--- src/rtl/count_step_arbiter.sv ---
// count_step_arbiter: round-robin arbiter that lends a shared modulo-4 step
// counter to one requester at a time for a burst of Len steps, keeping a
// shadow of the counter value and pulsing Done to the requester at the end.
module count_step_arbiter #(
    parameter int NREQ  = 4,
    parameter int LEN_W = 4
) (
    input  logic                  Clk,
    input  logic                  Reset,
    input  logic [NREQ-1:0]       Req,
    input  logic [NREQ*LEN_W-1:0] Len,
    output logic [NREQ-1:0]       Gnt,
    output logic                  Step,
    output logic [1:0]            Cnt,
    output logic [NREQ-1:0]       Done,
    output logic                  Busy
);

    localparam int IW = (NREQ > 1) ? $clog2(NREQ) : 1;

    typedef enum logic [1:0] {IDLE, RUN, DONE} state_t;

    state_t            state, state_nx;
    logic [LEN_W-1:0]  rem, rem_nx;
    logic [IW-1:0]     ptr, ptr_nx;
    logic [IW-1:0]     win, win_nx;
    logic [NREQ-1:0]   gnt_nx, done_nx;
    logic              step_nx, busy_nx;
    logic [1:0]        cnt_nx;

    logic              pick_vld;
    logic [IW-1:0]     pick, idx;
    logic [LEN_W-1:0]  pick_len;
    logic [NREQ-1:0]   pick_oh;

    // Round-robin pick: first requester at or after ptr, wrapping mod NREQ.
    // Walk offsets from the far end down so the nearest one is written last.
    always_comb begin
        pick_vld = 1'b0;
        pick     = ptr;
        idx      = '0;
        for (int i = NREQ - 1; i >= 0; i--) begin
            idx = IW'((int'(ptr) + i) % NREQ);
            if (Req[idx]) begin
                pick_vld = 1'b1;
                pick     = idx;
            end
        end
        pick_len = Len[int'(pick)*LEN_W +: LEN_W];
        pick_oh  = {{(NREQ-1){1'b0}}, 1'b1} << pick;
    end

    // Next-state and next-output logic; every output is registered below.
    always_comb begin
        state_nx = state;
        rem_nx   = rem;
        ptr_nx   = ptr;
        win_nx   = win;
        gnt_nx   = Gnt;
        step_nx  = 1'b0;
        done_nx  = '0;
        // Shadow follows the real counter: it advances on edges where the
        // counter saw its enable high.
        cnt_nx   = Step ? Cnt + 2'd1 : Cnt;
        case (state)
            IDLE: begin
                gnt_nx = '0;
                if (pick_vld) begin
                    win_nx = pick;
                    gnt_nx = pick_oh;
                    rem_nx = pick_len;
                    if (pick_len != '0) begin
                        state_nx = RUN;
                        step_nx  = 1'b1;
                    end else begin
                        // Zero-length burst: straight to completion.
                        state_nx = DONE;
                        done_nx  = pick_oh;
                    end
                end
            end
            RUN: begin
                rem_nx = rem - 1'b1;
                if (rem == LEN_W'(1)) begin
                    state_nx = DONE;
                    done_nx  = Gnt;
                end else begin
                    step_nx = 1'b1;
                end
            end
            DONE: begin
                state_nx = IDLE;
                gnt_nx   = '0;
                // Winner drops to lowest priority for the next round.
                ptr_nx   = (win == IW'(NREQ - 1)) ? '0 : win + IW'(1);
            end
            default: begin
                state_nx = IDLE;
                gnt_nx   = '0;
            end
        endcase
        busy_nx = (state_nx != IDLE);
    end

    // State and output registers with synchronous reset.
    always_ff @(posedge Clk) begin
        if (Reset) begin
            state <= IDLE;
            rem   <= '0;
            ptr   <= '0;
            win   <= '0;
            Gnt   <= '0;
            Step  <= 1'b0;
            Cnt   <= 2'd0;
            Done  <= '0;
            Busy  <= 1'b0;
        end else begin
            state <= state_nx;
            rem   <= rem_nx;
            ptr   <= ptr_nx;
            win   <= win_nx;
            Gnt   <= gnt_nx;
            Step  <= step_nx;
            Cnt   <= cnt_nx;
            Done  <= done_nx;
            Busy  <= busy_nx;
        end
    end

endmodule
--- config.mk ---
export PLATFORM = sky130hd
export DESIGN_NAME = count_step_arbiter
export DESIGN_NICKNAME = d
export VERILOG_FILES = /design/src/rtl/count_step_arbiter.sv
export SDC_FILE = /design/constraint.sdc
export NUM_CORES = 1
export LEC_CHECK = 0
export ABC_CLOCK_PERIOD_IN_PS = 3400
export BUFFER_PORTS_ARGS = -buffer_cell sky130_fd_sc_hd__clkbuf_2
export CAP_MARGIN = 20
export CORE_MARGIN = 2
export CORE_UTILIZATION = 30
export DETAILED_ROUTE_END_ITERATION = 7
export PLACE_DENSITY = 0.49
export SYNTH_ARGS = -nofsm -noshare
export SYNTH_HDL_FRONTEND = slang
export SYNTH_SLANG_ARGS = --single-unit
--- constraint.sdc ---
create_clock -name Clk -period 3.4 [get_ports Clk]
set_clock_uncertainty 0.2 [all_clocks]
set_input_delay 0.34 -clock Clk [delete_from_list [all_inputs] [get_ports Clk]]
set_output_delay 0.34 -clock Clk [all_outputs]
set_load 0.1 [all_outputs]
# After elaboration in Yosys (flattened, before gate mapping)
# Index checks and enable logic that the tools add are counted.
op_classes:
  magnitude_cmp: 4
  n_eq_ne: 5
  shift: 2
  n_reduce_logical: 6
  n_addsub: 6
  muxes: 33
ops:
  columns: ["operator", "n"]
  rows:
  - ["$pmux W4 S2", 3]
  - ["$mux W4", 5]
  - ["$mux W2", 8]
  - ["$shiftx A16 B5 Y4", 1]
  - ["$lt A2 B3 Y1 const B", 4]
  - ["$mux W1", 11]
  - ["$bmux W1 S2", 4]
  - ["$add A2 B1 Y2 const B", 3]
  - ["$add A2 B2 Y2 const B", 2]
  - ["$eq A2 B2 Y1 const B", 2]
  - ["$eq A4 B1 Y1 const B", 1]
  - ["$pmux W2 S2", 1]
  - ["$reduce_and A2 Y1", 2]
  - ["$reduce_bool A2 Y1", 2]
  - ["$reduce_bool A4 Y1", 1]
  - ["$shl A1 B2 Y4 const A", 1]
  - ["$sub A4 B1 Y4 const B", 1]
  - ["$eq A2 B1 Y1 const B", 1]
  - ["$logic_not A2 Y1", 1]
  - ["$ne A2 B2 Y1 const B", 1]
  - ["$pmux W1 S2", 1]
word_totals:
  output_inout_bits: 12
  inputBits: 22
  ff_bits: 22

# Depth between registers and ports, before layout
# Gate-level depths: netlist of run 1.
logic_depth:
  ltp_word: 13
  mapped_depth: 8

# Least setup slack after synthesis of run 1
# Ideal clock, no wire load.
synth_path:
  kind: "in2reg"
  from: "input Req[2]"
  to: "register Done[1]"
  arrival_ns: 2.136
  setup_time_ns: 0.096
  slack_ns: 0.969
  n_path_buf: 1
  stages: 8
  path_cell_list: "nor2b_4 -> o21a_1 -> or3_4 -> buf_6 -> nand2_1 -> a32oi_1 -> or4_4 -> o41ai_2"
synth_between:
  elab_chain_cells: 11
  elab_cells_between_ends: 22
  classes_between: "2 x shift; 19 x mux; 1 x reduce/logical"
synth_rtl:
  columns: ["item", "line_no", "text"]
  rows:
  - ["start: declaration", "10", "input logic [NREQ-1:0] Req,"]
  - ["$bmux W1 S2", "44", "if (Req[idx]) begin"]
  - ["$mux W1 (implied by the code)", "44", null]
  - ["$mux W2 (4 in a row)", "44", null]
  - ["$shiftx A16 B5 Y4", "49", "pick_len = Len[int'(pick)*LEN_W +: LEN_W];"]
  - ["$reduce_bool A4 Y1", "72", "if (pick_len != '0) begin"]
  - ["$mux W4", "72", null]
  - ["$mux W4 (*)", "68", "if (pick_vld) begin"]
  - ["$pmux W4 S2 (*)", "65", "case (state)"]
  - ["end signal: assignment", "125", "Done <= done_nx;"]
  - ["end: declaration", "15", "output logic [NREQ-1:0] Done,"]
# Mark *: on every way between the ends. The rest lies on a longest branch, timed or not. The select of a mux whose other input is x is not followed.
# A chain may end at the register's enable or synchronous reset.

# Worst setup path in the final report of run 1
layout_path:
  from: "register ptr[0]"
  to: "register Done[1]"
layout_between:
  elab_chain_cells: 12
  elab_cells_between_ends: 25
  classes_between: "3 x add/sub; 2 x shift; 19 x mux; 1 x reduce/logical"
layout_rtl:
  columns: ["item", "line_no", "text"]
  rows:
  - ["start: declaration", "25", "logic [IW-1:0] ptr, ptr_nx;"]
  - ["start signal: assignment", "120", "ptr <= ptr_nx;"]
  - ["$add A2 B2 Y2", "43", "idx = IW'((int'(ptr) + i) % NREQ);"]
  - ["$bmux W1 S2", "44", null]
  - ["$mux W1 (implied by the code)", "44", null]
  - ["$mux W2 (4 in a row)", "44", null]
  - ["$shiftx A16 B5 Y4", "49", null]
  - ["$reduce_bool A4 Y1", "72", null]
  - ["$mux W4", "72", null]
  - ["$mux W4 (*)", "68", null]
  - ["$pmux W4 S2 (*)", "65", null]
# Marks and branches as above.

==> results.txt, run 1 <==
----------------------------------------------------
[Route]
  Mean routed wirelength per cell ... 13.2 µm
  Iteration-0 DRC count of the detailed router ... 51
  Antenna Nets Post-Route ... 0
  Number of iterations in the first detailed-routing pass ... 4
  Routed vias/inst ... 5.20
  Detailed Route WL ... 2870 µm
  Count of vias placed by the detailed router ... 1128
  Post-route DRC ... 0

[Die]
  Number of placement rows ... 22
  Num ports ... 34
  Placeable core area ... 0.00372 mm²
  Initial Util ... 31.5%
  Die W ... 66.4 µm
  Vertical die dimension ... 66.4 µm
  Die Footprint ... 0.00441 mm²

[Finish]
  Area of all sequential standard cells ... 440 µm²
  Fillcell total ... 410
  Number of inserted diodes ... 0
  Multi-input logic area ... 677 µm²
  Fraction of final layout cells sized beyond drive strength 1 ... 27.8%
  Layout overhead on the synthesized area ... 20.5%
  Post-layout net count ... 196

[Timing]
  Unrepaired setup endpoints after global routing ... no
  Relative slew margins ... 55.9%
  Max-slew violations ... 0
  Highest attainable clock frequency ... 0.385 GHz
  Crit share post-route ... 76.4%
  Number of endpoints failing setup at the final stage ... 0
  Final Hold Slack ... 267 ps
  Tightest Pin Transition ... 659 ps
  Final sum of negative setup slack ... 0 ps
  Final Hold Fails ... 0
  Clock period minus worst slack ... 2600 ps

[Pwr]
  Pwr Density ... 725 mW/mm²
  Leakage power total ... 0.606 nW
  VDD IR-drop max ... 0.000604 V

[Synthesis]
  Count of distinct cell types in the synthesized netlist ... 35
  Netlist area before placement ... 0.00117 mm²
  Largest family of logic cells by synthesized area ... simple AND/OR/NAND/NOR gates
  Yosys reg bits ... 22
  Fraction of the mapped netlist area in adder cells ... 3.21%
  Number of warnings issued by yosys ... 0
  Leading register cell type out of synthesis ... sky130_fd_sc_hd__dfxtp_1
  Mean post-synth cell area ... 8.48 µm²
  Post-Synth Simple-Gate Area ... 29.2%
  Mux cell area share after synthesis ... 1.71%
  Share of flip-flops with an asynchronous set or reset ... 0%
  Gate count of the mapped netlist ... 138
  Compound-cell area share of the yosys netlist ... 22.2%
  Total nets after synthesis ... 163
  Number of flops mapped to enable cells by yosys ... 0
  Xor and xnor area share after synthesis ... 1.50%
  Portion of the post-synthesis area used by sequential elements ... 37.6%

[Placed design]
  Global placer's final weighted congestion ... 0.755
  Number of buffer cells added on primary ports ... 33
  Half-perimeter wire length of the detailed placement result ... 2150 µm

[GRT]
  Largest net degree at the start of global routing ... 20
  Global-route wire length before repair ... 4660 µm
  Number of antenna violations at the first check in global routing ... 0
  Total routing usage reported by global routing ... 13.9%
  Vias in the first global route ... 1042
  Residual overflow from global routing ... 0

[Setup path]
  R2R depth ... 6
  Startpoint-to-endpoint class of the critical path ... reg2reg
  Worst reg2reg setup slack ... 800 ps
  Type of destination of the critical path ... flip-flop
  Maximum fanout count along the critical path ... 17
  Arrival time at the worst endpoint ... 2560 ps
  Terminus of the critical flop-to-flop path ... Done[1]
  Start point of the critical path ... ptr[0]
  Worst Setup Start Kind ... flip-flop
  Required @ worst endpoint ... 3370 ps
  Launch instance of the worst register-to-register path ... ptr[0]
  Critical-path cell list ... nor2b_1 -> or4_4 -> nand2_4 -> a32oi_1 -> or4_4 -> o41ai_2
  Worst setup path endpoint ... Done[1]
  Dominant cell type by count on the critical path ... sky130_fd_sc_hd__or4_4
  Worst path slowest cell ... sky130_fd_sc_hd__or4_4
  Number of cells on the critical path ... 6
  CP top delay family ... simple AND/OR/NAND/NOR gates
  Buffers and inverters on the worst path ... 0
  Stage delay of the slowest cell on the critical path ... 610 ps

[Clocking]
  Clock tree from TritonCTS ... done
  Root buffer cell ... sky130_fd_sc_hd__clkbuf_8
  H-Tree Depth ... 1
  Total of cells resized after clock tree synthesis ... 0
  CTS max path bufs ... 2
  Total setup buffers inserted after CTS ... 0
  Clock latency reported for the late side of the worst-skew pair ... 260 ps
  CTS buffer count ... 3
  Cts hold-fix bufs ... 0
  Clock slew at the register clock pins of the worst setup and hold paths ... 70 ps
  CTS sink count ... 22

[Hold path]
  Hold/Removal Path Class ... reg2reg

[Run status]
  Run status ... complete, no violations

[Job]
  Max-cap violations ... 0

----------------------------------------------------
## sequential cells by signal, indices dropped and copies added (netlist names)
name   cells
Done       4
win        2
Cnt        2
ptr        2
state      2
Gnt        4
rem        4
Busy       1
Step       1
## synthesized netlist by cell type (4+ instances only)
cell type	n	area, µm²
sky130_fd_sc_hd__dfxtp_1	22	440
sky130_fd_sc_hd__nand2_1	21	78.8
sky130_fd_sc_hd__nor2_1	19	71.3
sky130_fd_sc_hd__a21oi_1	7	35.0
sky130_fd_sc_hd__a32oi_1	6	52.6
sky130_fd_sc_hd__nor3_1	5	25.0
sky130_fd_sc_hd__nand3_1	4	20.0
sky130_fd_sc_hd__nor2b_1	4	25.0
sky130_fd_sc_hd__o21ai_0	4	20.0
## per-stage QoR
| step | instance area, µm² | power (W) | std cells | setup WS, ps | util, % |
|---|---|---|---|---|---|
| final | 1410 | 0.00102 | 217 | 804 | 37.9 |
| after detailed placement | 1370 | 0.000873 | 214 | 703 | 36.8 |
| after global placement | 1370 | 0.000864 | 214 | 744 | 36.8 |
| after floorplan | 1170 | 0.000765 | 138 | 969 | - |
| after CTS | 1410 | 0.00103 | 217 | 790 | 37.9 |
| after global routing | 1410 | 0.00109 | 217 | 645 | 37.9 |
## routing by layer
metal | global-route usage (%) | share of wire [%] | vias up
li1 | - | - | 563
met1 | 16.6 | 45 | 537
met5 | 0 | 0 | -
met2 | 24.6 | 51 | 28
met3 | 4.09 | 4.5 | 0
met4 | 2.30 | 0 | 0
## worst min-delay path by stage
stage	slack (ps)	end	from	cells past startpoint
global route	320	win[1]	win[1]	2
global placement	250	win[1]	win[1]	2
floorplan	240	win[1]	win[1]	2
CTS	270	win[1]	win[1]	2
detailed placement	260	win[1]	win[1]	2
finish	270	win[1]	win[1]	2
## cells by family (layout without fill, tap and decap cells)
logic type	count (synthesis)	count (layout)
AOI/OAI and AO/OA	32	32
xor gates and xnor gates	2	2
adders and majority gates	3	3
buffers and inverters	10	41
DFF	22	22
muxes	2	2
and+or+nand+nor	67	67
## cell usage in the layout (no fill, tap or decap), drive strengths merged, types with 3 or more instances in the layout
cell type / instances
a21oi: 7
a221oi: 3
a32oi: 6
clkbuf: 36
dfxtp: 22
ha: 3
inv: 3
nand2: 22
nand3: 4
nor2: 19
nor2b: 5
nor3: 5
nor3b: 3
o21ai: 4
## worst reg2reg max path: stages (launching register included)
cell                      delay (ps)
sky130_fd_sc_hd__dfxtp_1         430
sky130_fd_sc_hd__nor2b_1         100
sky130_fd_sc_hd__or4_4           530
sky130_fd_sc_hd__nand2_4         180
sky130_fd_sc_hd__a32oi_1         170
sky130_fd_sc_hd__or4_4           620
sky130_fd_sc_hd__o41ai_2         280
## where the power goes
group / switching, W / total, W / internal, W
Sequential: 0.0000504 / 0.000363 / 0.000313
Combinational: 0.000364 / 0.000504 / 0.000140
Clock: 0.0000759 / 0.000155 / 0.0000789
Total: 0.000490 / 0.00102 / 0.000532
## layout make-up
cell class | instances | share of cell area, %
flip-flops and latches | 22 | 31.2
clock buffers | 3 | 2.93
inverters | 3 | 0.799
multi-input cells | 106 | 48.0
repair buffers | 35 | 12.8
well taps | 48 | 4.26
Note: power is estimated with default switching activity, not from simulation.
==> run 2, diff against run 1 <==
- ABC_AREA: unset -> 1
- ABC_CLOCK_PERIOD_IN_PS: 3400 -> 2150
- PLACE_DENSITY: 0.49 -> 0.5
- clock period: 3.4 -> 2.15 ns (I/O delays scaled with it)
==> run 2 against run 1 <==
  * Register-to-register slack got worse by 750 ps
  * Sequential cell count did not move
  * Synthesized cell count rose by 46%
  * Worst hold slack lost 42 ps
  * Die area increased by 16%
  * Final area increased by 26%
  * Sequential share of layout area shrank 6.4 points
  * Critical path depth increased by 10
  * Via count rose by 21%
  * Core utilization grew 2.7 points
  * Clock power rose by 140%
==> results.txt, run 2 <==
----------------------------------------------------
[Route]
  Post-route DRC ... 0
  Mean routed wirelength per cell ... 10.3 µm
  Detailed Route WL ... 3130 µm
  Number of iterations in the first detailed-routing pass ... 4
  Routed vias/inst ... 4.53
  Iteration-0 DRC count of the detailed router ... 50
  Count of vias placed by the detailed router ... 1368
  Antenna Nets Post-Route ... 0

[Synthesis]
  Share of flip-flops with an asynchronous set or reset ... 0%
  Netlist area before placement ... 0.00137 mm²
  Leading register cell type out of synthesis ... sky130_fd_sc_hd__dfxtp_1
  Biggest area contributors in the synthesized netlist ... sky130_fd_sc_hd__dfxtp_1 (32%), sky130_fd_sc_hd__nand2_1 (17%), sky130_fd_sc_hd__nand3_1 (8.8%), sky130_fd_sc_hd__a21oi_1 (5.1%), sky130_fd_sc_hd__nand2_2 (5.0%)
  Number of warnings issued by yosys ... 0
  Gate count of the mapped netlist ... 202
  Leading post-synthesis cells by instance count ... sky130_fd_sc_hd__nand2_1 (61), sky130_fd_sc_hd__nand3_1 (24), sky130_fd_sc_hd__dfxtp_1 (22)
  Mean post-synth cell area ... 6.76 µm²
  Portion of synthesized cell area occupied by the leading cell type ... 32.2%
  Cell taking the most area after synthesis ... sky130_fd_sc_hd__dfxtp_1
  Leading cell type by number of instances after synthesis ... sky130_fd_sc_hd__nand2_1
  Portion of the post-synthesis area used by sequential elements ... 32.2%
  Number of flops mapped to enable cells by yosys ... 0
  Total nets after synthesis ... 227
  Yosys reg bits ... 22
  Count of distinct cell types in the synthesized netlist ... 27

[Die]
  Number of placement rows ... 24
  Die Footprint ... 0.00511 mm²
  Placeable core area ... 0.00438 mm²
  Num ports ... 34
  Vertical die dimension ... 71.5 µm
  Initial Util ... 31.2%
  Die W ... 71.5 µm

[Finish]
  Post-layout net count ... 276
  Number of inserted diodes ... 0
  Largest registers in the final layout ... Done (4), Gnt (4), rem (4)
  Share of the core filled with cells ... 40.7%
  Top library cells by usage in the layout, fill and taps aside ... sky130_fd_sc_hd__nand2_1 (55), sky130_fd_sc_hd__clkbuf_2 (33), sky130_fd_sc_hd__nand3_1 (22), sky130_fd_sc_hd__dfxtp_1 (20), sky130_fd_sc_hd__nand2_2 (17)
  Layout overhead on the synthesized area ... 30.5%
  Final cell area excluding filler cells ... 0.00178 mm²
  Fraction of final layout cells sized beyond drive strength 1 ... 35.6%
  Most frequent standard cell in the layout excluding fill and tap cells ... sky130_fd_sc_hd__nand2_1

[Clocking]
  Root buffer cell ... sky130_fd_sc_hd__clkbuf_8
  Clock latency reported for the late side of the worst-skew pair ... 260 ps
  Clock tree from TritonCTS ... done
  CTS buffer count ... 3
  CTS max path bufs ... 2
  H-Tree Depth ... 1
  Cts hold-fix bufs ... 0
  CTS sink count ... 22
  Clock slew at the register clock pins of the worst setup and hold paths ... 80 ps

[Pwr]
  Pwr Density ... 1640 mW/mm²
  Leakage power total ... 0.890 nW
  VDD IR-drop max ... 0.000535 V

[Setup path]
  Required @ worst endpoint ... 2140 ps
  R2R depth ... 16
  Arrival time at the worst endpoint ... 2090 ps
  Type of destination of the critical path ... flip-flop
  Startpoint-to-endpoint class of the critical path ... reg2reg
  Worst Setup Start Kind ... flip-flop
  Maximum fanout count along the critical path ... 9

[Run status]
  Run status ... complete, no violations

[Timing]
  Final Hold Fails ... 0
  Tightest Pin Transition ... 547 ps
  Setup ws final ... 50.5 ps
  Max-slew violations ... 0
  Final sum of negative setup slack ... 0 ps
  Relative slew margins ... 63.7%
  Highest attainable clock frequency ... 0.476 GHz
  Crit share post-route ... 97.7%
  Number of endpoints failing setup at the final stage ... 0
  Unrepaired setup endpoints after global routing ... yes
  Clock period minus worst slack ... 2100 ps

[Placed design]
  Placed inst area ... 0.00166 mm²
  Global placer's final weighted congestion ... 0.781
  Number of buffer cells added on primary ports ... 33
  Half-perimeter wire length of the detailed placement result ... 2470 µm
  Pre-CTS WS ... -14.3 ps

[GRT]
  Met3 routing resource usage after global routing ... 3.23%
  Total routing usage reported by global routing ... 12.7%
  Most crowded layer after global routing ... met2
  Number of antenna violations at the first check in global routing ... 0
  Largest net degree at the start of global routing ... 23
  Met2 usage ... 20.1%
  Vias in the first global route ... 1270
  Residual overflow from global routing ... 0
  Routing usage on met1 ... 17.1%
  Global-route wire length before repair ... 5310 µm

[Job]
  Max-cap violations ... 0

[Hold path]
  Worst Hold Depth ... 2
  Hold/Removal Path Class ... in2reg

----------------------------------------------------
-- run 2: cell count changes after synthesis, sizes merged, moves of 3 or more --
cell	delta
nand2	+55
nand3	+22
inv	+17
a21oi	+7
a32oi	-6
nor2b	-5
a31oi	+4
a221oi	-3
-- run 2: final cells by class --
cell class	count	area, µm²
Multi-Input combinational cell	156	845
Inverter	20	77.6
Timing Repair Buffer	48	282
Sequential cell	22	443
Clock inverter	1	30.0
Tap cell	52	65.1
Clock buffer	3	41.3
Fill cell	459	2600
-- run 2: cells by family (layout without fill, tap and decap cells) --
group                      count (synthesis)  count (layout)  synth area share [%]
and+or+nand+nor                          129             129                  46.9
DFF                                       22              22                  32.2
xor gates and xnor gates                   2               2                  1.28
AOI/OAI and AO/OA                         22              22                  9.07
buffers and inverters                     24              72                  7.78
adders and majority gates                  3               3                  2.75
-- run 2: repair_timing --
| action | 4_1_cts | 5_1_grt |
|---|---|---|
| resized for setup | 1 | 12 |
| pin swaps | 0 | 2 |
| setup endpoints to repair | 5 | 13 |
| buffers inserted | 0 | 2 |
-- run 2: power by group --
| group | total [W] | switching (W) | leakage, nW | internal (W) |
|---|---|---|---|---|
| sequential | 0.000630 | 0.0000902 | 0.182 | 0.000540 |
| combinational | 0.00191 | 0.00130 | 0.673 | 0.000605 |
| clock | 0.000379 | 0.000130 | 0.0357 | 0.000249 |
| total | 0.00292 | 0.00152 | 0.890 | 0.00139 |
-- run 2: worst max-delay path: stages, from the launching register on --
cell                      delay [ps]
sky130_fd_sc_hd__dfxtp_2         340
sky130_fd_sc_hd__buf_6           130
sky130_fd_sc_hd__o21ai_2         160
sky130_fd_sc_hd__nand2_2          80
sky130_fd_sc_hd__nand2_2          80
sky130_fd_sc_hd__nand2_2          70
sky130_fd_sc_hd__nand2_4          80
sky130_fd_sc_hd__nand2_4          70
sky130_fd_sc_hd__nand2_8          80
sky130_fd_sc_hd__nand2_4          80
sky130_fd_sc_hd__nand2_1          60
sky130_fd_sc_hd__nand2_1          40
sky130_fd_sc_hd__nand2_1          60
sky130_fd_sc_hd__nand2_2          80
sky130_fd_sc_hd__nor2_4          170
sky130_fd_sc_hd__nand3_1         110
sky130_fd_sc_hd__a21oi_1         140
-- run 2: path summary, 6_finish.rpt --
path	start	endpoint	slack, ps
worst max-delay path	ptr[0]	Done[1]	50
worst min-delay path	Reset	ptr[0]	230
worst max register to register	ptr[0]	Done[1]	50
worst min register to register	Gnt[0]	Done[0]	290
-- run 2: per-layer routing --
| metal | share of wire [%] | vias to the layer above |
|---|---|---|
| met4 | 0.99 | 0 |
| met5 | 0 | - |
| met2 | 45 | 20 |
| met3 | 3.7 | 4 |
| li1 | - | 747 |
| met1 | 50 | 597 |
-- run 2: metrics by stage --
step	total power, W	hold WS (ps)	instances
floorplan	0.00208	93.5	202
global placement	0.00251	275	296
detailed placement	0.00250	278	296
CTS	0.00289	234	300
global route	0.00316	252	302
finish	0.00292	225	302
==> run 3, diff against run 2 <==
- ABC_CLOCK_PERIOD_IN_PS: 2150 -> 2000
- PLACE_DENSITY: 0.5 -> 0.48
- clock period: 2.15 -> 2 ns (I/O delays scaled with it)
==> run 3 against run 2 <==
  * The flow now finishes with violations (setup timing)
  * Via count is 5.0% higher
  * Worst hold slack worse by 37 ps
  * First-iteration DRC count is 10% lower
  * Critical path depth is 2 higher
  * Cell count is 3.3% higher
  * Core utilization is 3.6 points higher
  * Fmax is 5.0% lower
  * Final area is 8.9% higher
  * Clock power is 9.8% higher
  * Worst setup slack worse by 260 ps
  * Sequential cell count stayed put
  * Critical path type unchanged
==> results.txt, run 3 (synthesis gave the netlist of run 2 again) <==
----------------------------------------------------
[Run status]
  Run status ... finished, violations left
  Violated checks ... setup timing

[Clocking]
  CTS buffer count ... 3
  H-Tree Depth ... 1
  Clock latency reported for the late side of the worst-skew pair ... 270 ps
  Root buffer cell ... sky130_fd_sc_hd__clkbuf_8
  CTS max path bufs ... 2
  Clock tree from TritonCTS ... done
  Clock slew at the register clock pins of the worst setup and hold paths ... 80 ps
  CTS sink count ... 22

[Route]
  Detailed Route WL ... 3360 µm
  Antenna Nets Post-Route ... 0
  Number of iterations in the first detailed-routing pass ... 6
  Mean routed wirelength per cell ... 10.8 µm
  Iteration-0 DRC count of the detailed router ... 45
  Routed vias/inst ... 4.61
  Post-route DRC ... 0
  Count of vias placed by the detailed router ... 1437

[Setup path]
  Required @ worst endpoint ... 2000 ps
  Critical-path cell list ... buf_6 -> nand2_1 -> nand2_2 -> nand2_2 -> nand2_2 -> nand2_2 -> nand2_4 -> nand2_8 -> nand2_8 -> nand2_8 -> nand2_2 -> nand2_1 -> nand2_1 -> nand2_2 -> nor2_4 -> buf_4 -> nand3_2 -> a21oi_2
  Stage delay of the slowest cell on the critical path ... 400 ps
  Worst reg2reg setup slack ... -210 ps
  CP top delay family ... simple AND/OR/NAND/NOR gates
  Startpoint-to-endpoint class of the critical path ... reg2reg
  Type of destination of the critical path ... flip-flop
  Launch instance of the worst register-to-register path ... ptr[0]
  R2R depth ... 18
  Buffers and inverters on the worst path ... 2
  Worst Setup Start Kind ... flip-flop
  Arrival time at the worst endpoint ... 2210 ps
  Terminus of the critical flop-to-flop path ... state[1]
  Maximum fanout count along the critical path ... 7
  Worst path slowest cell ... sky130_fd_sc_hd__dfxtp_4
  Dominant cell type by count on the critical path ... sky130_fd_sc_hd__nand2_2

[Timing]
  Max-slew violations ... 0
  Clock period minus worst slack ... 2210 ps
  Relative slew margins ... 64.1%
  Unrepaired setup endpoints after global routing ... yes
  Number of endpoints failing setup at the final stage ... 10
  Highest attainable clock frequency ... 0.453 GHz
  Crit share post-route ... 110%
  Final Hold Fails ... 0
  Setup ws final ... -210 ps
  Tightest Pin Transition ... 541 ps

[Pwr]
  VDD IR-drop max ... 0.000861 V
  Pwr Density ... 1770 mW/mm²
  Leakage power total ... 0.944 nW

[Die]
  Num ports ... 34
  Die W ... 71.5 µm
  Placeable core area ... 0.00438 mm²
  Vertical die dimension ... 71.5 µm
  Die Footprint ... 0.00511 mm²
  Initial Util ... 31.2%
  Number of placement rows ... 24

[Placed design]
  Pre-CTS WS ... -207 ps
  Cell Count Post-Placement ... 302
  Half-perimeter wire length of the detailed placement result ... 2580 µm
  Global placer's final weighted congestion ... 0.796
  Number of buffer cells added on primary ports ... 33

[GRT]
  Number of antenna violations at the first check in global routing ... 0
  Global-route wire length before repair ... 5510 µm
  Residual overflow from global routing ... 0
  Vias in the first global route ... 1282
  Largest net degree at the start of global routing ... 23
  Total routing usage reported by global routing ... 13.3%

[Hold path]
  Hold/Removal Path Class ... in2reg
  Beginning of the worst hold path ... Reset
  Worst Hold Depth ... 2
  Worst hold endpoint ... state[1]

[Finish]
  Most frequent standard cell in the layout excluding fill and tap cells ... sky130_fd_sc_hd__nand2_1
  Non-filler cells in the finished layout ... 312
  Largest registers in the final layout ... Done (4), Gnt (4), rem (4)
  Fraction of final layout cells sized beyond drive strength 1 ... 41.5%
  Number of inserted diodes ... 0
  Layout overhead on the synthesized area ... 42.1%
  Post-layout net count ... 286
  Top library cells by usage in the layout, fill and taps aside ... sky130_fd_sc_hd__nand2_1 (50), sky130_fd_sc_hd__clkbuf_2 (33), sky130_fd_sc_hd__nand2_2 (22), sky130_fd_sc_hd__buf_4 (21)
  Share of the core filled with cells ... 44.3%

[Job]
  Max-cap violations ... 0

----------------------------------------------------
## run 3: what timing repair did
item | 4_1_cts | 5_1_grt
buffers inserted | 2 | 2
hold buffers | 0 | 0
endpoints found under the setup margin | 15 | 18
gates cloned | 0 | 2
gates resized for setup | 6 | 25
pin swaps | 3 | 2
hold endpoints to repair | 0 | 0
## run 3: through the flow
step	hold WS [ps]	setup TNS, ps	total power [W]	instance area [µm²]
after floorplan	78.5	0	0.00224	1370
after global placement	280	-1930	0.00277	1710
after detailed placement	283	-1520	0.00276	1710
after CTS	214	-943	0.00322	1810
after global routing	223	-4070	0.00372	1940
final	189	-1450	0.00343	1940
## run 3: worst max path at each step
stage | start | to | slack (ps) | depth (start not counted)
after CTS | ptr[0] | Step | -140 | 18
after detailed placement | ptr[0] | Step | -210 | 16
final | ptr[0] | state[1] | -210 | 18
after global placement | ptr[0] | Step | -230 | 14
after floorplan | ptr[0] | Step | 20 | 18
after global routing | ptr[0] | Step | -370 | 18
## run 3: routing by layer
metal / vias up / part of all wire [%] / track usage [%]
met5: - / 0 / 0
met2: 26 / 45 / 21.1
met1: 635 / 50 / 18.4
met3: 4 / 3.8 / 3.09
li1: 772 / - / -
met4: 0 / 0.80 / 3.14
## run 3: power by group
part	leakage, nW	internal (W)	total (W)	switching [W]
clock network	0.0357	0.000268	0.000416	0.000148
registers	0.182	0.000582	0.000688	0.000106
logic	0.727	0.000803	0.00233	0.00153
## run 3: layout make-up
class,instances,area (µm²)
fill,457,2440
multi-input combinational,158,932
sequential,22,445
timing repair buffer,56,345
inverter,20,82.6
tap,52,65.1
clock buffer,3,41.3
clock inverter,1,30.0
## run 3: worst register-to-register path: stages, from the launching register on
cell,delay [ps]
sky130_fd_sc_hd__dfxtp_4,400
sky130_fd_sc_hd__buf_6,120
sky130_fd_sc_hd__nand2_1,50
sky130_fd_sc_hd__nand2_2,80
sky130_fd_sc_hd__nand2_2,70
sky130_fd_sc_hd__nand2_2,80
sky130_fd_sc_hd__nand2_2,70
sky130_fd_sc_hd__nand2_4,130
sky130_fd_sc_hd__nand2_8,90
sky130_fd_sc_hd__nand2_8,90
sky130_fd_sc_hd__nand2_8,70
sky130_fd_sc_hd__nand2_2,50
sky130_fd_sc_hd__nand2_1,40
sky130_fd_sc_hd__nand2_1,60
sky130_fd_sc_hd__nand2_2,70
sky130_fd_sc_hd__nor2_4,150
sky130_fd_sc_hd__buf_4,140
sky130_fd_sc_hd__nand3_2,70
sky130_fd_sc_hd__a21oi_2,110
